[src/rtl/weighted_roundrobin_arbiter.sv]
// Weighted round-robin arbiter with per-requester burst credit.
// Grants lock until i_done and hand over with no idle cycle.
module weighted_roundrobin_arbiter #(
  parameter int N = 4,
  parameter int W = 4
) (
  input  logic                 i_clk,
  input  logic                 i_rst_n,
  input  logic [N-1:0]         i_request,
  input  logic [N*W-1:0]       i_weight,
  input  logic                 i_done,
  output logic [N-1:0]         o_grant,
  output logic [$clog2(N)-1:0] o_grant_index,
  output logic                 o_busy
);

  localparam int PW  = $clog2(N);
  localparam int PW1 = PW + 1;

  typedef enum logic {
    IDLE = 1'b0,
    BUSY = 1'b1
  } state_e;

  state_e        state_q, state_d;
  logic [PW-1:0] p_q, p_d;
  logic [W-1:0]  c_q, c_d;
  logic [N-1:0]  grant_q, grant_d;
  logic [PW-1:0] idx_q, idx_d;
  logic          busy_q, busy_d;

  logic          done_ev;
  logic          arb_ev;
  logic [W-1:0]  c_dec;
  logic [PW-1:0] p_inc;
  logic [PW-1:0] p_eff;
  logic [W-1:0]  c_eff;
  logic          found;
  logic [PW-1:0] win;
  logic [PW1-1:0] ks;
  logic [W-1:0]  wt [N];
  logic [W-1:0]  w_sel;
  logic [W-1:0]  w_eff;
  logic          ld;

  always_comb begin
    for (int k = 0; k < N; k++) begin
      wt[k] = i_weight[k*W +: W];
    end
  end

  // Completion is applied first so selection sees post-done p and c.
  always_comb begin
    done_ev = (state_q == BUSY) && i_done;
    c_dec   = c_q - 1'b1;
    p_inc   = (p_q == PW'(N-1)) ? '0 : p_q + 1'b1;
    p_eff   = p_q;
    c_eff   = c_q;
    if (done_ev) begin
      c_eff = c_dec;
      if (c_dec == '0) begin
        p_eff = p_inc;
      end
    end
  end

  always_comb begin
    found = 1'b0;
    win   = '0;
    ks    = '0;
    for (int i = 0; i < N; i++) begin
      ks = {1'b0, p_eff} + PW1'(i);
      if (ks >= PW1'(N)) begin
        ks = ks - PW1'(N);
      end
      if (!found && i_request[ks[PW-1:0]]) begin
        found = 1'b1;
        win   = ks[PW-1:0];
      end
    end
  end

  always_comb begin
    w_sel = wt[win];
    w_eff = (w_sel == '0) ? W'(1) : w_sel;
    ld    = (win != p_eff) || (c_eff == '0);
  end

  always_comb begin
    state_d = state_q;
    p_d     = p_q;
    c_d     = c_q;
    grant_d = grant_q;
    idx_d   = idx_q;
    busy_d  = busy_q;
    arb_ev  = 1'b0;
    case (state_q)
      IDLE: arb_ev = |i_request;
      BUSY: arb_ev = i_done;
      default: arb_ev = 1'b0;
    endcase
    if (done_ev) begin
      p_d = p_eff;
      c_d = c_eff;
    end
    if (arb_ev) begin
      if (found) begin
        state_d = BUSY;
        if (ld) begin
          p_d = win;
          c_d = w_eff;
        end
        grant_d = N'(1) << win;
        idx_d   = win;
        busy_d  = 1'b1;
      end else begin
        state_d = IDLE;
        grant_d = '0;
        idx_d   = '0;
        busy_d  = 1'b0;
      end
    end
  end

  always_ff @(posedge i_clk or negedge i_rst_n) begin
    if (!i_rst_n) begin
      state_q <= IDLE;
      p_q     <= '0;
      c_q     <= '0;
      grant_q <= '0;
      idx_q   <= '0;
      busy_q  <= 1'b0;
    end else begin
      state_q <= state_d;
      p_q     <= p_d;
      c_q     <= c_d;
      grant_q <= grant_d;
      idx_q   <= idx_d;
      busy_q  <= busy_d;
    end
  end

  assign o_grant       = grant_q;
  assign o_grant_index = idx_q;
  assign o_busy        = busy_q;

endmodule

[config.mk]
export PLATFORM = sky130hd
export DESIGN_NAME = weighted_roundrobin_arbiter
export DESIGN_NICKNAME = d
export VERILOG_FILES = /design/src/rtl/weighted_roundrobin_arbiter.sv
export SDC_FILE = /design/constraint.sdc
export NUM_CORES = 1
export LEC_CHECK = 0
export CAP_MARGIN = 20
export CORE_MARGIN = 1.5
export CORE_UTILIZATION = 30
export CTS_CLUSTER_DIAMETER = 30
export DETAILED_ROUTE_END_ITERATION = 10
export GPL_TIMING_DRIVEN = 1
export PLACE_DENSITY = 0.56
export SLEW_MARGIN = 20
export SYNTH_ARGS = -nofsm -noshare
export SYNTH_HDL_FRONTEND = slang
export SYNTH_SLANG_ARGS = --single-unit
[constraint.sdc]
create_clock -name i_clk -period 4.2 [get_ports i_clk]
set_input_delay 1.05 -clock i_clk [delete_from_list [all_inputs] [get_ports i_clk]]
set_output_delay 1.05 -clock i_clk [all_outputs]
set_load 0.02 [all_outputs]
# ---- Word level (Yosys, flattened, before mapping)
# Index checks and enable logic that the tools add are counted.
dict set report word_totals {
  register_bits 13
  out_inout_bits 7
  in_bits 23
  wordCells 80
}
dict set report op_classes {
  shift 1
  n_reduce_logical 12
  magnitude_cmp 9
  addsub 9
  n_bitwise 2
  n_mux 40
  eq_ne 2
}
# cell count
set op_table {}
lappend op_table {{two-way mux 4 bit} 9}
lappend op_table {{two-way mux 2 bit} 16}
lappend op_table {{greater-or-equal comparator 3 bit (second input constant)} 4}
lappend op_table {{logical NOT 4 bit} 3}
lappend op_table {{< comparator 2 x 3 -> 1 bit (second input constant)} 4}
lappend op_table {{two-way mux 1 bit} 9}
lappend op_table {{binary-select mux 1 bit (select 2 bit)} 4}
lappend op_table {{binary-select mux 4 bit (select 2 bit)} 1}
lappend op_table {{subtractor 2 x 1 -> 2 bit (second input constant)} 4}
lappend op_table {{adder 2 x 2 -> 3 bit (second input constant)} 2}
lappend op_table {{logical AND 1 bit} 4}
lappend op_table {{OR reduction 4 bit} 1}
lappend op_table {{left shift 1 x 2 -> 4 bit (first input constant)} 1}
lappend op_table {{subtractor 4 x 1 -> 4 bit (second input constant)} 1}
lappend op_table {{adder 2 x 1 -> 3 bit (second input constant)} 1}
lappend op_table {{greater-or-equal comparator 2 x 3 -> 1 bit (second input constant)} 1}
lappend op_table {{logical NOT 1 bit} 3}
lappend op_table {{inverter 2 -> 3 bit} 1}
lappend op_table {{adder 2 x 1 -> 2 bit (second input constant)} 1}
lappend op_table {{equality test 2 bit (second input constant)} 1}
lappend op_table {{!= test 2 bit} 1}
lappend op_table {{one-hot mux 1 bit (2 select lines)} 1}
lappend op_table {{logical OR 1 bit} 1}
lappend op_table {{inverter 1 bit} 1}

# ---- Longest topological paths before layout
dict set report depth {
  word_depth 27
  depth_mapped 12
  depth_no_buf 11
}

# ---- Least setup slack after synthesis
# No wires, ideal clock.
dict set report synth_path {
  kind {input to register}
  start {input i_done}
  end {register c_q[0]}
  setup_ns 0.131
  cell_stages 8
  arrival_time_ns 2.969
  path_slack_ns 1.100
  required_ns 4.069
  n_path_buf 0
  path_cell_list {and3_2 and4_4 mux2i_4 o21ai_2 a211o_4 mux2_4 a221oi_1 nor3_1}
}
dict set report synth_between {
  elab_chain_cells 25
  elab_cells_between_ends 54
  cone_classes {add/sub (7); order compare (4); eq/ne (1); mux (31); bitwise (1); reduce/logical (10)}
}
# element line_no
set synth_rtl {}
lappend synth_rtl {{start: declaration} 11} ;# input logic i_done,
lappend synth_rtl {{branches (longest 24 deep; another with adder 2 x 1 -> 3 bit)} n/a}
lappend synth_rtl {{two-way mux 4 bit (*)} 106} ;# if (arb_ev) begin
lappend synth_rtl {{net c_d[0]} 27} ;# logic [W-1:0] c_q, c_d;
lappend synth_rtl {{end signal: assignment} 129} ;# c_q <= '0;
lappend synth_rtl {{end signal: assignment} 136} ;# c_q <= c_d;
lappend synth_rtl {{end: declaration} 27}
# Mark *: on every way through the listed nets, which the timed path passes. The select of a mux whose other input is x is not followed.
# A chain may end at the register's enable or synchronous reset.

# ---- Worst setup path in the final report
# Same ends and word-level chain as after synthesis.

==> flow_metrics.py <==
metrics = {
    "power": {
        "powerDensity_mw_per_mm2": 712,
        "swShare_pct": 50.4,
        "clkPwrFrac_pct": 8.8,
        "totalPowerFinal_mw": 1.35,
        "combPwrFrac_pct": 71.7,
        "intPower_uw": 671,
        "p_leak_nw": 0.720,
        "seq_power_share_pct": 19.5,
        "vdd_ir_drop_max_v": 0.000307,
        "p_sw_uw": 683,
    },
    "yosys": {
        "synth_mux_area_share_pct": 6.65,
        "synth_top_family_by_area": "compound AO/OA/AOI/OAI gates",
        "synth_nets": 194,
        "synthFlopType": "dfrtp_1",
        "yosys.area_share.adder_pct": 2.43,
        "synth-async-reset-ratio_pct": 100,
        "synth_edf_count": 0,
        "synthCells": 168,
        "ys_types": 58,
        "synth_compound_area_share_pct": 38.5,
        "seq_area_frac_synth_pct": 21.1,
        "syn_area_mm2": 0.00154,
        "syn_area_per_cell_um2": 9.19,
        "yosys.area_share.simple_pct": 20.4,
        "yosys_warnings": 0,
        "ys_seq_elements": 13,
        "synthXorXnorAreaFrac_pct": 1.13,
    },
    "clock_network": {
        "path_clk_slew_ns": 0.07,
        "cts-root-buf": "clkbuf_8",
        "htreeDepth": 1,
        "cts_hold_buf": 0,
        "clockBufferDepth": 2,
        "post_cts_resized": 0,
        "cts_setup_buffers": 0,
        "clk_latency_ns": 0.25,
        "cts_made_buffers": 3,
        "numClockSinks": 13,
        "cts_tree": "built",
    },
    "placed_design": {
        "dpl.hpwl_um": 3200,
        "gp_congestion": 0.786,
        "post_dp_cell_area_mm2": 0.00186,
        "io_buffers": 29,
    },
    "timing": {
        "setup_viol": 0,
        "fin_worst_skew_ns": 0.00722,
        "setup-tns-final_ns": 0,
        "fmax_mhz": 279,
        "tightest_slew_ns": 0.637,
        "finalHoldViolations": 0,
        "drv_slew": 0,
        "timing.hold.ws_ns": 0.526,
        "maxSlewHeadroom_pct": 57.4,
        "fin_crit_sh_pct": 85.3,
        "rsz0062_at_grt": "false",
        "fin_crit_ns": 3.58,
    },
    "floorplan": {
        "rows": 25,
        "die_w_um": 74.7,
        "die_y_um": 74.7,
        "ios": 30,
        "initial_utilization_pct": 31.8,
        "dieArea_mm2": 0.00559,
        "core_area_mm2": 0.00485,
    },
    "critical_path": {
        "worstPathMaxFanout": 9,
        "crit_path_start_kind": "input port",
        "critPathKind": "input port to register",
        "crit_path_end_kind": "register",
        "cp.arrival_ns": 3.72,
        "cp.required_ns": 4.33,
    },
    "hold_path": {
        "hp-class": "register to register",
    },
    "global_route": {
        "grt_overflow": 0,
        "grt_antenna_before_repair": 0,
        "grt_pass1_wl_um": 6780,
        "grt_max_degree": 17,
        "grt_util_all_layers_pct": 15.9,
        "first_global_vias": 1392,
    },
    "route": {
        "vias_per_cell": 5.33,
        "wl_per_cell_um": 15.6,
        "vias": 1422,
        "first_pass_iters": 4,
        "wl_um": 4150,
        "drtIter0Drc": 69,
        "antenna_left": 0,
        "drc": 0,
    },
    "outcome": {
        "status": "completed",
    },
    "layout": {
        "nFillCells": 484,
        "drive_gt1_share_pct": 19.5,
        "fin_nets": 227,
        "area_growth_pct": 23.2,
        "antenna_cells": 0,
        "postLayoutCellArea_mm2": 0.00190,
    },
    "run": {
        "max_cap_viol_count": 0,
    },
}
[cells in the mapped netlist (all sizes together) (3+ instances only)]
cell / instances / area share, %
nor2: 14 / 3.4
o21ai: 14 / 4.8
dfrtp: 13 / 21
inv: 10 / 2.4
nand2: 10 / 2.4
a211oi: 9 / 6.6
a21oi: 9 / 2.9
nor3: 8 / 3.3
mux2i: 6 / 4.9
nand3: 6 / 1.9
clkbuf: 5 / 3.8
nand2b: 5 / 2.0
o211ai: 5 / 4.0
nand4: 4 / 2.6
o31a: 4 / 2.4
a221o: 3 / 1.9
a221oi: 3 / 2.8
a22oi: 3 / 1.5
a31oi: 3 / 1.6
ha: 3 / 2.4
nor2b: 3 / 1.2
[per-layer routing]
metal	GRT usage (%)	wire length, um	part of all wire [%]
met1	21.7	1950	47
met2	27.3	2000	48
met3	2.54	172	4.1
met4	1.82	25	0.60
met5	0	0	0
[cell type report]
class	instances	area, um2	share of cell area, %
tap	67	83.8	4.41
multi-input combinational	137	1070	56.1
sequential	13	325	17.1
clock buffer	4	45.0	2.37
inverter	10	37.5	1.97
timing repair buffer	36	343	18.0
[per-stage QoR]
stage               util [%]  cells  worst slack [ns]
finish                  39.2    267             0.617
global route            39.2    267             0.426
CTS                     39.2    267             0.577
detailed placement      38.3    263             0.320
global placement        38.3    263             0.369
floorplan                  -    168              1.10
[critical path: stages]
cell and delay [ns]:
clkdlybuf4s50_1 0.47, and3_2 0.22, nand4_4 0.16, mux2i_2 0.27, a31o_4 0.31, nor3_4 0.37, buf_4 0.23, a211oi_4 0.07
a2bb2oi_2 0.18, a221oi_1 0.29, nor3_1 0.09
[cells in the final DEF (no fill, tap or decap), drive strengths merged, types with 2 or more instances in the layout]
| cell | n |
|---|---|
| a21oi | 9 |
| mux2 | 2 |
| nor2 | 14 |
| buf | 7 |
| o2111ai | 2 |
| ha | 3 |
| mux2i | 6 |
| a221oi | 3 |
| o22ai | 2 |
| clkdlybuf4s50 | 29 |
| clkbuf | 4 |
| a211o | 2 |
| xnor2 | 2 |
| dfrtp | 13 |
| inv | 10 |
| a221o | 3 |
| o21ai | 14 |
| nand2 | 10 |
| a31oi | 3 |
| nor3 | 8 |
| a211oi | 9 |
| nor2b | 3 |
| nand2b | 5 |
| nand4 | 4 |
| a22oi | 3 |
| o31a | 4 |
| nand3 | 6 |
| and3 | 2 |
| o211ai | 5 |
[power by group through the flow]
stage	logic (mW)	clock network [mW]	registers, mW
after floorplan	0.741	0	0.272
after global placement	0.964	0	0.263
after detailed placement	0.972	0	0.263
after CTS	0.976	0.122	0.264
after global routing	1.07	0.127	0.274
final	0.971	0.119	0.264
[kinds of logic (layout without fill, tap and decap cells)]
| family | count (synthesis) | after routing |
|---|---|---|
| adder cells (fa/ha/maj) | 3 | 3 |
| AO/OA/AOI/OAI | 68 | 68 |
| multiplexers | 8 | 8 |
| AND/OR/NAND/NOR | 56 | 56 |
| flip-flops | 13 | 13 |
| buffers and inverters | 18 | 50 |
| XOR/XNOR | 2 | 2 |
[flip-flops by register name, summed over array words and instances, names as in the netlist]
name and cells:
p_q 2, o_grant 4, c_q 4, state_q 1
o_grant_index 2
[path summary, 6_finish.rpt]
check	from	endpoint	slack (ns)	cells past startpoint
min in group asynchronous	i_rst_n	o_grant_index[0]	1.19	1
worst min-delay path	o_grant[2]	o_grant[2]	0.53	2
worst max-delay path	i_done	c_q[0]	0.62	11
max in group asynchronous	i_rst_n	c_q[1]	2.59	1
worst min register to register	o_grant[2]	o_grant[2]	0.53	2
worst max register to register	c_q[0]	c_q[0]	0.76	12
Note: power is estimated with default switching activity, not from simulation.
